<file path="src/rtl/id_ex_stage.sv">
// ============================================================================
// id_ex_stage : ID/EX pipeline register with EX/MEM and MEM/WB forwarding
//               and load-use stall detection, feeding the ALU.
// Revision    : 1.0
// ============================================================================
`default_nettype none

module id_ex_stage #(
  parameter int         DW      = 32,
  parameter int         AW      = 5,
  parameter logic [3:0] NOP_SEL = 4'b1111
) (
  input  logic          clk,
  input  logic          rst_n,
  input  logic          in_valid,
  input  logic [DW-1:0] in_rs_data,
  input  logic [DW-1:0] in_rt_data,
  input  logic [AW-1:0] in_rs_addr,
  input  logic [AW-1:0] in_rt_addr,
  input  logic [AW-1:0] in_rd_addr,
  input  logic [3:0]    in_sel,
  input  logic [4:0]    in_shamt,
  input  logic          in_reg_write,
  input  logic          in_mem_read,
  input  logic          flush,
  input  logic          exmem_reg_write,
  input  logic [AW-1:0] exmem_rd,
  input  logic [DW-1:0] exmem_data,
  input  logic          memwb_reg_write,
  input  logic [AW-1:0] memwb_rd,
  input  logic [DW-1:0] memwb_data,
  output logic [DW-1:0] data_1,
  output logic [DW-1:0] data_2,
  output logic [3:0]    sel,
  output logic [4:0]    shamt,
  output logic          ex_valid,
  output logic [AW-1:0] ex_rd,
  output logic          ex_reg_write,
  output logic          load_use_stall
);

  logic          r_valid;
  logic [DW-1:0] r_rs_data;
  logic [DW-1:0] r_rt_data;
  logic [AW-1:0] r_rs_addr;
  logic [AW-1:0] r_rt_addr;
  logic [AW-1:0] r_rd;
  logic [3:0]    r_sel;
  logic [4:0]    r_shamt;
  logic          r_reg_write;
  logic          r_mem_read;

  logic          w_bubble;

  // A load in EX cannot supply its data in time for a dependent instruction in decode.
  assign load_use_stall = in_valid & r_valid & r_mem_read & (r_rd != '0) &
                          ((r_rd == in_rs_addr) | (r_rd == in_rt_addr));

  assign w_bubble = flush | load_use_stall | ~in_valid;

  always_ff @(posedge clk or negedge rst_n) begin
    if (!rst_n) begin
      r_valid     <= 1'b0;
      r_rs_data   <= '0;
      r_rt_data   <= '0;
      r_rs_addr   <= '0;
      r_rt_addr   <= '0;
      r_rd        <= '0;
      r_sel       <= NOP_SEL;
      r_shamt     <= '0;
      r_reg_write <= 1'b0;
      r_mem_read  <= 1'b0;
    end else if (w_bubble) begin
      r_valid     <= 1'b0;
      r_sel       <= NOP_SEL;
      r_reg_write <= 1'b0;
      r_mem_read  <= 1'b0;
    end else begin
      r_valid     <= 1'b1;
      r_rs_data   <= in_rs_data;
      r_rt_data   <= in_rt_data;
      r_rs_addr   <= in_rs_addr;
      r_rt_addr   <= in_rt_addr;
      r_rd        <= in_rd_addr;
      r_sel       <= in_sel;
      r_shamt     <= in_shamt;
      r_reg_write <= in_reg_write;
      r_mem_read  <= in_mem_read;
    end
  end

  // EX/MEM is the younger result, so it wins over MEM/WB; $0 is never forwarded.
  always_comb begin
    data_1 = r_rs_data;
    if (exmem_reg_write && (exmem_rd != '0) && (exmem_rd == r_rs_addr))
      data_1 = exmem_data;
    else if (memwb_reg_write && (memwb_rd != '0) && (memwb_rd == r_rs_addr))
      data_1 = memwb_data;
  end

  always_comb begin
    data_2 = r_rt_data;
    if (exmem_reg_write && (exmem_rd != '0) && (exmem_rd == r_rt_addr))
      data_2 = exmem_data;
    else if (memwb_reg_write && (memwb_rd != '0) && (memwb_rd == r_rt_addr))
      data_2 = memwb_data;
  end

  assign sel          = r_sel;
  assign shamt        = r_shamt;
  assign ex_valid     = r_valid;
  assign ex_rd        = r_rd;
  assign ex_reg_write = r_reg_write & r_valid;

endmodule

`default_nettype wire

</file>
<file path="config.mk">
export PLATFORM = sky130hd
export DESIGN_NAME = id_ex_stage
export DESIGN_NICKNAME = d
export VERILOG_FILES = /design/src/rtl/id_ex_stage.sv
export SDC_FILE = /design/constraint.sdc
export NUM_CORES = 1
export LEC_CHECK = 0
export CAP_MARGIN = 0
export CORE_MARGIN = 2
export CORE_UTILIZATION = 42
export CTS_BUF_LIST = sky130_fd_sc_hd__clkbuf_4
export CTS_CLUSTER_DIAMETER = 200
export DETAILED_ROUTE_END_ITERATION = 16
export GPL_TIMING_DRIVEN = 0
export PLACE_DENSITY = 0.83
export SETUP_SLACK_MARGIN = 0.5
export SLEW_MARGIN = 20
export SYNTH_ARGS = -nofsm -noshare
export SYNTH_HDL_FRONTEND = slang
export SYNTH_SLANG_ARGS = --single-unit
</file>
<file path="constraint.sdc">
create_clock -name clk -period 3.4 [get_ports clk]
set_input_delay 0.85 -clock clk [delete_from_list [all_inputs] [get_ports clk]]
set_output_delay 0.85 -clock clk [all_outputs]
set_load 0.01 [all_outputs]
</file>
* Word level (Yosys, flattened, before mapping)
Cells that the tools add are included.
** Storage, ports and cells
- Register bits :: 91
- Bits of input ports :: 170
- Output and inout port bits :: 81
- Word-level logic and storage cells :: 42
** Cells by class
- Eq/ne operators :: 6
- Muxes and demuxes :: 8
- Bitwise logic cells :: 9
- Reduce and logical (&&, ||, !) cells :: 9
** Operator list (number)
- $mux W32 :: 4
- $eq A5 B5 Y1 :: 6
- $reduce_bool A5 Y1 :: 3
- $logic_and A1 B1 Y1 :: 6
- $and A1 B1 Y1 :: 5
- $mux W4 :: 1
- $mux W1 :: 3
- $or A1 B1 Y1 :: 3
- $not A1 Y1 :: 1

* Depth between registers and ports, before layout
Gate-level depths: netlist (run 1).
- Depth after elaboration :: 7
- Gate-level depth with buffers :: 6
- Depth with buffers taken out :: 5

* Worst setup path before layout (run 1)
No wires, ideal clock.
- Path kind :: input port to output port
- Start :: input memwb_rd[1]
- End :: output data_1[1]
- Arrival :: 2213 ps
- Required time :: 2550 ps
- Slack :: 337 ps
- Cell stages on the path :: 6
- Path buffers :: 1
- Cell sequence :: or4_4 -> o21ai_4 -> nor3_4 -> buf_6 -> mux2i_1 -> o21ai_0
** On the way
- Cells in the longest elaborated chain, start to end :: 5
- Elaborated cells between the ends (all ways) :: 6
- Classes of those cells :: eq/ne: 1; mux: 2; reduce/logical: 3
** RTL lines
- start, declared :: line 30 : input logic [AW-1:0] memwb_rd,
- $reduce_bool A5 Y1 :: line 97 : else if (memwb_reg_write && (memwb_rd != '0) && (memwb_rd == r_rs_addr))
- $logic_and A1 B1 Y1 :: line 97
- $logic_and A1 B1 Y1 * :: line 97
- $mux W32 * :: line 97
- $mux W32 * :: line 95 : if (exmem_reg_write && (exmem_rd != '0) && (exmem_rd == r_rs_addr))
- end, declared :: line 32 : output logic [DW-1:0] data_1,
Every way passes the cells marked *; elsewhere a longest branch is shown, timed or not.

* Final worst setup path (run 1)
- Start :: input exmem_rd[2]
- End :: output data_1[28]
** On the way
- Cells in the longest elaborated chain, start to end :: 4
- Elaborated cells between the ends (all ways) :: 5
- Classes of those cells :: eq/ne: 1; mux: 1; reduce/logical: 3
** RTL lines
- start, declared :: line 27 : input logic [AW-1:0] exmem_rd,
- $reduce_bool A5 Y1 :: line 95
- $logic_and A1 B1 Y1 :: line 95
- $logic_and A1 B1 Y1 * :: line 95
- $mux W32 * :: line 95
Marked as above.

==> flow_summary_export.csv, run 1 <==
group,metric,value,unit
outcome,run_status,"finished, violations left",
outcome,violations,"setup timing",
final_layout,seqCellArea,2280,sq um
timing,finalCritPeriodShare,101,%
timing,worst-slew-pin-transition,0.488,ns
timing,hold_viol,0,
final_layout,insertedDiodeCount,0,
synth,synthTopCellsByArea,"dfrtp_1 (42%), mux2_2 (18%), mux2i_1 (12%)",
detailed_routing,drt-initial-drc-count,246,
final_layout,drive_gt1_share,38.8,%
final_layout,final_core_util,70.1,%
worst_setup_path,path_max_fanout,5,
synth,synth_area,5160,sq um
floorplanning,core_region_area,12000,sq um
final_layout,final_common_cell,"clkdlybuf4s50_1",
synth,ys_seq_area_share,44.2,%
final_layout,layout.nets,918,
synth,synth_nets,625,
pwr,total_power,3160,uW
timing,drv_slew,0,
worst_setup_path,rrSetupSlack,1.26,ns
synth,synth_cell_types,30,
floorplanning,dieHeight,115,um
global_route,grt_usage,26.5,%
synth,syn_inst,455,
detailed_routing,dr_total_vias,4756,
synth,syn_avg_cell_area,11.3,sq um
worst_setup_path,crit_arrival,2.58,ns
worst_setup_path,start_kind,"input pin",
floorplanning,start_util,43.0,%
timing,period_needed,3.43,ns
detailed_routing,route.met3.wl,1120,um
detailed_routing,wl_per_cell,19.7,um
timing,skew,0.0146,ns
floorplanning,io_pins,251,
hold_path,hold_path.class,"input pin to asynchronous set/reset pin",
final_layout,area_delta_synth_final,63.2,%
floorplanning,rows,40,
detailed_routing,wl_met2,9460,um
clock_tree,clk_path_buf_depth,2,
clock_tree,insertion_delay,0.45,ns
timing,final-setup-viol-count,9,
place,place_area,7890,sq um
pwr,p_leak,0.00338,uW
clock_tree,cts_made_buffers,9,
pwr,p_per_area,375,nW/um^2
clock_tree,cts_num_sinks,91,
pwr,ir_drop,0.239,mV
detailed_routing,drc_errors,0,
global_route,grt_pass1_wl,27000,um
place,portBuffers,250,
place,pre_cts_ws,-1.12,ns
synth,synth-seq-cells,91,
timing,slew-limit-headroom,67.4,%
place,hpwl,12700,um
detailed_routing,m1WireLength,6760,um
synth,synth_warnings,0,
clock_tree,root_buffer,"clkbuf_4",
run,cap_violations,0,
clock_tree,cts-htree-levels,3,
floorplanning,die_w,115,um
synth,synth_top_area_share,42.2,%
final_layout,fillers,885,
worst_setup_path,cp.required,2.55,ns
final_layout,multi_input_area,2870,sq um
synth,yosysTopAreaCell,"dfrtp_1",
floorplanning,design.die.area,13200,sq um
timing,rsz0062_at_grt,"yes",
global_route,grt.overflow.total,0,
clock_tree,tritoncts,"yes",
timing,finalWorstSetupSlack,-0.0323,ns
worst_setup_path,critPathKind,"input pin to output port",
timing,max_freq,291,MHz
clock_tree,clk_pin_slew,0.16,ns
global_route,antenna_found_initial,0,
detailed_routing,ant_nets,0,
global_route,grt_max_degree,51,
worst_setup_path,r2r_end,"r_rs_data[23]$_DFFE_PN0N_",
detailed_routing,top_layer,"met4",
worst_setup_path,endpoint_kind,"output port",
worst_setup_path,regToRegStartpoint,"ex_rd[0]$_DFFE_PN0N_",
final_layout,mostFrequentLayoutCells,"clkdlybuf4s50_1 (166), dfrtp_1 (87), mux2_2 (81)",
clock_tree,ctsHoldBuffers,0,
detailed_routing,drt_first_pass_iters,5,
detailed_routing,routed_via_density,5.28,
global_route,grt_pass1_vias,5338,
timing,fin_hold_ws,0.282,ns
place,gp_congestion,0.818,
final_layout,fin_area,8430,sq um
worst_setup_path,r2r_cells,7,
detailed_routing,routed_wl,17700,um
==> cell usage after synthesis <==
master,number
nor2_1,1
nand2b_1,5
o21ai_0,8
o21ai_4,1
nor4_4,2
dfrtp_1,87
a21oi_1,1
o22ai_1,1
mux2i_1,64
buf_6,12
buf_4,3
mux2_1,3
nor3_1,1
clkbuf_2,4
nand2_1,66
a21oi_4,1
dfstp_2,4
nor3_4,2
mux2_2,81
or4_4,1
nand3_1,5
or4_1,1
and2_1,4
buf_2,4
xnor2_1,24
nand4_1,2
clkbuf_1,4
o21ai_2,1
xor2_1,6
o21ai_1,56
==> report_power, final <==
| group | leakage (uW) | internal [uW] | switching (uW) |
|---|---|---|---|
| clock | 0.0000851 | 310 | 400 |
| sequential | 0.00107 | 1230 | 112 |
| combinational | 0.00223 | 632 | 474 |
| total | 0.00338 | 2180 | 985 |
==> how the worst max path moves through the flow <==
stage	from	end	slack, ns	cells past startpoint
2_1_floorplan	memwb_rd[1]	data_1[10]	0.41	6
3_3_place_gp	rst_n	r_reg_write$_DFF_PN0_	-1.85	1
6_report	exmem_rd[2]	data_1[28]	-0.03	11
5_1_grt	memwb_rd[4]	data_2[13]	-0.08	10
3_5_place_dp	exmem_rd[0]	data_2[18]	-1.12	8
4_1_cts	memwb_rd[4]	data_2[10]	-0.06	10
==> layout make-up <==
class	instances	share of cell area, %
clock inverter	6	1.05
tap	147	2.18
buffer	27	4.40
sequential	91	27.1
multi-input combinational	337	34.1
clock buffer	10	0.891
timing repair buffer	282	30.3
==> kinds of logic (layout without fill, tap and decap cells) <==
kind of cell | Yosys count | after routing | synth area share (%)
muxes | 148 | 148 | 30.7
DFF | 91 | 91 | 44.2
and+or+nand+nor | 90 | 90 | 8.61
AOI/OAI and AO/OA | 69 | 69 | 7.22
xor gates and xnor gates | 30 | 30 | 5.09
buffers and inverters | 27 | 325 | 4.12
==> repair_timing <==
action                                  4_1_cts  5_1_grt
pin swaps                                    26       22
resized for setup                           388       41
gates cloned                                  5        2
buffers inserted                             21        3
endpoints found under the setup margin       65       65
==> metrics by stage <==
step / cells / TNS (ns)
global placement: 852 / -224.27
global route: 900 / -1.51
detailed placement: 853 / -64.16
finish: 900 / -0.105
CTS: 895 / -0.216
floorplan: 455 / 0
==> state kept, by name (all words and copies together), names as in the netlist <==
| register | flops |
|---|---|
| r_mem_read | 1 |
| ex_valid | 1 |
| r_rs_data | 32 |
| shamt | 5 |
| r_rt_data | 32 |
| r_rs_addr | 5 |
| sel | 4 |
| r_rt_addr | 5 |
| r_reg_write | 1 |
| ex_rd | 5 |
==> routing by layer <==
layer	up-vias	track usage [%]
li1	2187	-
met1	2357	29.5
met2	182	49.5
met3	30	6.27
met4	0	9.32
met5	-	0
==> critical path: stages <==
cell and delay, ns:
buf_8 0.09, or4_4 0.53, o21ai_4 0.22, nor4_4 0.06, buf_4 0.15, buf_6 0.11
buf_6 0.12, clkbuf_16 0.15, nand2_2 0.07, o21ai_2 0.06, buf_2 0.15
Note: power is estimated with default switching activity, not from simulation.
==> run 2: changes to the inputs <==
Settings changed: ABC_AREA set to 1, CORE_UTILIZATION 42 to 45.
==> run 2 against run 1 <==
The run now ends clean. Hold slack got worse by 0.038 ns. Final cell count increased by 59%. Setup slack improved by 0.27 ns. Clock skew increased by 0.00068 ns. Global-route usage increased by 6.1 points. Largest cell class is now multi-input combinational cells.
==> flow_summary_export.csv, run 2 <==
group,metric,value,unit
detailed_routing,drt_first_pass_iters,7,
floorplanning,rows,42,
detailed_routing,drt-initial-drc-count,812,
worst_setup_path,path_max_fanout,5,
final_layout,reg_top3,"r_rs_data (32), r_rt_data (32)",
synth,synth_area,6110,sq um
worst_setup_path,cp_slowest_stage_delay,0.22,ns
final_layout,mostFrequentLayoutCells,"nand2_1 (282), nand3_1 (184), clkdlybuf4s50_1 (162)",
floorplanning,design.die.area,14500,sq um
floorplanning,core_region_area,13200,sq um
worst_setup_path,cp_slowest_cell,"nor3_4",
timing,slew-limit-headroom,60.6,%
synth,synth_warnings,0,
timing,drv_slew,0,
global_route,grt_pass1_vias,7526,
timing,final-setup-viol-count,0,
final_layout,stdcell_count,1430,
worst_setup_path,r2r_cells,11,
detailed_routing,ant_nets,0,
timing,period_needed,3.16,ns
synth,post-synth-top-count-cell,"nand2_1",
clock_tree,clk_pin_slew,0.16,ns
clock_tree,clk_path_buf_depth,2,
synth,synth-seq-cells,91,
final_layout,drive_gt1_share,27.9,%
worst_setup_path,start_kind,"input pin",
synth,synth_top_area_share,35.6,%
timing,skew,0.0153,ns
place,pre_cts_ws,-0.792,ns
timing,max_freq,316,MHz
pwr,p_per_area,346,nW/um^2
clock_tree,cts-htree-levels,3,
timing,fin_hold_ws,0.244,ns
detailed_routing,routed_via_density,5.53,
worst_setup_path,rrSetupSlack,1.57,ns
final_layout,fillers,982,
worst_setup_path,regToRegStartpoint,"ex_rd[0]$_DFFE_PN0N_",
outcome,run_status,"finished clean",
final_layout,multi_input_area,3810,sq um
worst_setup_path,critPathKind,"input pin to output port",
worst_setup_path,cp.required,2.55,ns
global_route,grt_pass1_wl,37100,um
clock_tree,insertion_delay,0.49,ns
synth,synth_common_cells,"nand2_1 (329), nand3_1 (250), inv_1 (117)",
global_route,antenna_found_initial,1,
pwr,p_leak,0.00547,uW
global_route,grt_max_degree,49,
synth,synth_nets,1112,
final_layout,final_common_cell,"nand2_1",
global_route,grt.overflow.total,0,
timing,finalWorstSetupSlack,0.237,ns
timing,finalCritPeriodShare,93.0,%
synth,syn_avg_cell_area,6.48,sq um
synth,synthFlopType,"dfrtp_1",
worst_setup_path,cpMostUsedCell,"buf_6",
synth,synthTopCellsByArea,"dfrtp_1 (36%), nand3_1 (20%), nand2_1 (20%)",
worst_setup_path,crit_arrival,2.31,ns
floorplanning,io_pins,251,
clock_tree,tritoncts,"yes",
final_layout,seqCellArea,2290,sq um
final_layout,area_delta_synth_final,70.1,%
worst_setup_path,path_cells,"buf_6, xnor2_2, nand2_2, buf_6, nor3_4, buf_6, buf_12, buf_16, nand3_2, nand2_1, buf_2",
worst_setup_path,r2r_end,"r_rt_data[11]$_DFFE_PN0N_",
detailed_routing,drc_errors,0,
timing,rsz0062_at_grt,"yes",
floorplanning,die_w,121,um
final_layout,final_core_util,78.5,%
synth,synth_cell_types,21,
floorplanning,dieHeight,121,um
place,hpwl,16400,um
synth,async_flop_share,100,%
timing,hold_viol,0,
pwr,ir_drop,0.224,mV
floorplanning,start_util,46.1,%
timing,worst-slew-pin-transition,0.591,ns
hold_path,hold_path.class,"input pin to asynchronous set/reset pin",
place,place_inst,1369,
place,gp_congestion,0.911,
clock_tree,cts_num_sinks,91,
worst_setup_path,endpoint_kind,"output port",
synth,synth_edf_count,0,
place,place_area,8860,sq um
run,cap_violations,0,
synth,syn_inst,942,
final_layout,layout.nets,1418,
clock_tree,root_buffer,"clkbuf_4",
final_layout,fin_area,10400,sq um
detailed_routing,routed_wl,25800,um
synth,ys_seq_area_share,37.4,%
detailed_routing,dr_total_vias,7913,
synth,yosysTopAreaCell,"dfrtp_1",
clock_tree,cts_made_buffers,9,
detailed_routing,wl_per_cell,18.1,um
worst_setup_path,crit_buf_inv,6,
global_route,grt_usage,32.6,%
worst_setup_path,cp_top_family,"buffers and inverters",
place,portBuffers,250,
## run 2: changes by cell type in the layout (fill, tap and decap cells not counted), sizes merged, moves of 5 or more
cell         before  now
nand4             2   34
nor2              1   23
buf             123  170
nand3             5  250
nand2b            5    0
xor2              6   11
dlygate4sd2       3    8
mux2             84    0
inv               2  121
nand2            66  331
xnor2            24   11
o21ai            66    0
mux2i            64    0
## run 2: cell families (layout without fill, tap and decap cells)
kind of cell           count (synthesis)  count (layout)  synth area share (%)
AND/OR/NAND/NOR                      642             642                  46.5
buffers and inverters                187             498                  12.9
flip-flops                            91              91                  37.4
XOR/XNOR                              22              22                  3.15
other                                  0               1                     0
## run 2: cell type report
cell class	count	share of cell area, %
Multi-Input combinational cell	664	36.6
Timing Repair Buffer	295	27.5
Sequential cell	91	22.0
Buffer	66	5.79
Clock inverter	7	0.891
Inverter	121	4.40
Antenna cell	1	0.0241
Clock buffer	9	0.650
Tap cell	176	2.12
## run 2: metal layers
| metal | vias to the layer above | track usage (%) | share of wire (%) |
|---|---|---|---|
| li1 | 3607 | - | - |
| met1 | 3696 | 40.6 | 38 |
| met2 | 512 | 53.2 | 48 |
| met3 | 98 | 7.26 | 10 |
| met4 | 0 | 16.5 | 4.3 |
| met5 | - | 0 | 0 |
## run 2: how the worst max path moves through the flow
| stage | start | endpoint | slack (ns) | cells after the start |
|---|---|---|---|---|
| floorplan | memwb_rd[4] | data_1[11] | 0.74 | 6 |
| global placement | rst_n | r_rs_data[29]$_DFFE_PN0N_ | -2.03 | 1 |
| detailed placement | memwb_rd[3] | data_1[8] | -0.79 | 9 |
| CTS | r_rs_addr[0]$_DFFE_PN0N_ | data_1[8] | 0.38 | 10 |
| global route | r_rt_addr[0]$_DFFE_PN0N_ | data_2[27] | 0.20 | 10 |
| finish | exmem_rd[0] | data_2[27] | 0.24 | 11 |
## run 2: stage by stage
stage / TNS [ns] / power, uW
2_1_floorplan: 0 / 1900
3_3_place_gp: -224.39 / 2570
3_5_place_dp: -43.19 / 2600
4_1_cts: 0 / 3390
5_1_grt: 0 / 3780
6_report: 0 / 3600
## run 2: power breakdown
part	switching [uW]	internal, uW
registers	93.9	1210
clock network	403	297
logic	844	750
## run 2: repair_timing
item | CTS | global route
endpoints found under the setup margin | 65 | 65
pin swaps | 55 | 71
setup buffers | 30 | 2
hold buffers | 0 | 0
resized for setup | 491 | 139
gates cloned | 9 | 3
==> run 3: changes to the inputs <==
Settings changed: TNS_END_PERCENT set to 5.
==> run 3 against run 2 <==
Sequential share of layout area up 1.6 points. Cell area shrank 6.9%. Count of clock-buffer cells in the layout unchanged.
==> flow_summary_export.csv, run 3 (synthesized netlist as in run 2, its figures left out) <==
group,metric,value,unit
clock_tree,clk_path_buf_depth,2,
place,portBuffers,250,
final_layout,area_delta_synth_final,58.3,%
worst_setup_path,cpMostUsedCell,"buf_6",
floorplanning,core_region_area,13200,sq um
timing,rsz0062_at_grt,"yes",
timing,period_needed,3.12,ns
clock_tree,cts_num_sinks,91,
detailed_routing,drc_errors,0,
worst_setup_path,cp.required,2.55,ns
detailed_routing,drt_first_pass_iters,5,
floorplanning,die_w,121,um
hold_path,hold_path.class,"input pin to asynchronous set/reset pin",
final_layout,final_common_cell,"nand2_1",
final_layout,reg_top3,"r_rs_data (32), r_rt_data (32)",
place,place_inst,1369,
clock_tree,ctsHoldBuffers,0,
pwr,p_per_area,352,nW/um^2
floorplanning,dieHeight,121,um
global_route,grt_pass1_vias,7443,
clock_tree,root_buffer,"clkbuf_4",
timing,skew,0.0205,ns
global_route,grt_busiest_layer,"met2",
worst_setup_path,r2r_cells,11,
place,hpwl,16400,um
worst_setup_path,critPathKind,"input pin to output port",
global_route,grt_usage,32.2,%
worst_setup_path,cp_slowest_cell,"nor3_4",
final_layout,drive_gt1_share,19.9,%
detailed_routing,routed_wl,23400,um
detailed_routing,drt-initial-drc-count,767,
clock_tree,cts_made_buffers,9,
outcome,run_status,"finished clean",
detailed_routing,wl_per_cell,16.4,um
pwr,ir_drop,0.208,mV
clock_tree,insertion_delay,0.48,ns
detailed_routing,ant_nets,0,
timing,max_freq,321,MHz
worst_setup_path,path_cells,"buf_6, xnor2_2, nand2_1, buf_6, nor3_4, buf_6, buf_12, buf_16, nand3_2, nand2_1, buf_2",
worst_setup_path,cp_top_family,"buffers and inverters",
global_route,grt_use_met3,6.75,%
global_route,antenna_found_initial,1,
floorplanning,rows,42,
final_layout,fin_area,9670,sq um
worst_setup_path,start_kind,"input pin",
run,cap_violations,0,
global_route,use_met2,52.6,%
worst_setup_path,crit_cells,11,
floorplanning,start_util,46.1,%
worst_setup_path,path_max_fanout,5,
timing,hold_viol,0,
final_layout,layout.nets,1411,
place,place_area,8860,sq um
global_route,met1_usage,40.5,%
clock_tree,clk_pin_slew,0.16,ns
clock_tree,cts-htree-levels,3,
global_route,grt_pass1_wl,36700,um
global_route,grt_max_degree,49,
worst_setup_path,crit_arrival,2.27,ns
final_layout,stdcell_count,1423,
detailed_routing,routed_via_density,5.35,
place,gp_congestion,0.911,
clock_tree,tritoncts,"yes",
timing,drv_slew,0,
worst_setup_path,crit_buf_inv,6,
worst_setup_path,endpoint_kind,"output port",
floorplanning,io_pins,251,
detailed_routing,dr_total_vias,7610,
timing,slew-limit-headroom,60.1,%
floorplanning,design.die.area,14500,sq um
timing,fin_hold_ws,0.240,ns
pwr,p_leak,0.00524,uW
worst_setup_path,cp_slowest_stage_delay,0.22,ns
timing,final-setup-viol-count,0,
global_route,grt.overflow.total,0,
timing,worst-slew-pin-transition,0.598,ns
final_layout,mostFrequentLayoutCells,"nand2_1 (317), nand3_1 (237), clkdlybuf4s50_1 (163)",
final_layout,fillers,1124,
timing,finalCritPeriodShare,91.6,%
[run 3: changes by cell type in the layout (fill, tap and decap cells not counted), sizes merged]
cell	previous run	this run
clkdlybuf4s50	162	163
buf	170	152
dlygate4sd2	8	11
clkdlybuf4s15	3	5
clkbuf	26	30
bufbuf	0	2
dlymetal6s2s	1	0
[run 3: stage by stage]
stage                     worst slack (ns)  setup TNS, ns  util, %  power, uW
after global routing                 0.210              0     73.0       3600
final                                0.285              0     73.0       3400
after floorplan                      0.744              0        -       1900
after detailed placement            -0.792         -43.19     66.9       2600
after CTS                            0.381              0     72.7       3370
after global placement               -2.03        -224.39     66.7       2570
[run 3: power breakdown]
part / internal, uW / switching (uW) / leakage, uW
logic: 664 / 743 / 0.00403
clock network: 297 / 395 / 0.0000896
registers: 1210 / 90.3 / 0.00112
total: 2170 / 1230 / 0.00524
[run 3: timing repair]
action                                  CTS  global route
gates cloned                              8             0
resized for setup                       453            16
pin swaps                                37             9
setup buffers                            28             1
endpoints found under the setup margin   65            65
[run 3: final timing paths]
kind                                             endpoint  slack (ns)                      from
worst min-delay path             r_rt_data[5]$_DFFE_PN0N_        0.24                     rst_n
worst min register to register   r_rs_data[8]$_DFFE_PN0N_        0.49  r_rs_data[8]$_DFFE_PN0N_
max in group asynchronous       r_rs_data[29]$_DFFE_PN0N_        2.54                     rst_n
worst max register to register  r_rt_data[11]$_DFFE_PN0N_        1.59      ex_rd[0]$_DFFE_PN0N_
min in group clk                 r_rs_data[8]$_DFFE_PN0N_        0.49  r_rs_data[8]$_DFFE_PN0N_
worst max-delay path                           data_2[27]        0.28               exmem_rd[1]
[run 3: metal layers]
layer | up-vias | part of all wire (%)
met5 | - | 0
met4 | 0 | 3.8
met3 | 82 | 8.9
met2 | 394 | 47
met1 | 3536 | 41
li1 | 3598 | -
[run 3: final cells by class]
| cell class | count | area (sq um) | share of cell area [%] |
|---|---|---|---|
| multi-input combinational | 664 | 3290 | 34.0 |
| timing repair buffer | 288 | 2680 | 27.7 |
| sequential | 91 | 2280 | 23.6 |
| buffer | 66 | 578 | 5.98 |
| inverter | 121 | 457 | 4.72 |
| tap | 176 | 220 | 2.28 |
| clock inverter | 7 | 92.6 | 0.957 |
| clock buffer | 9 | 67.6 | 0.699 |
| antenna | 1 | 2.50 | 0.0259 |
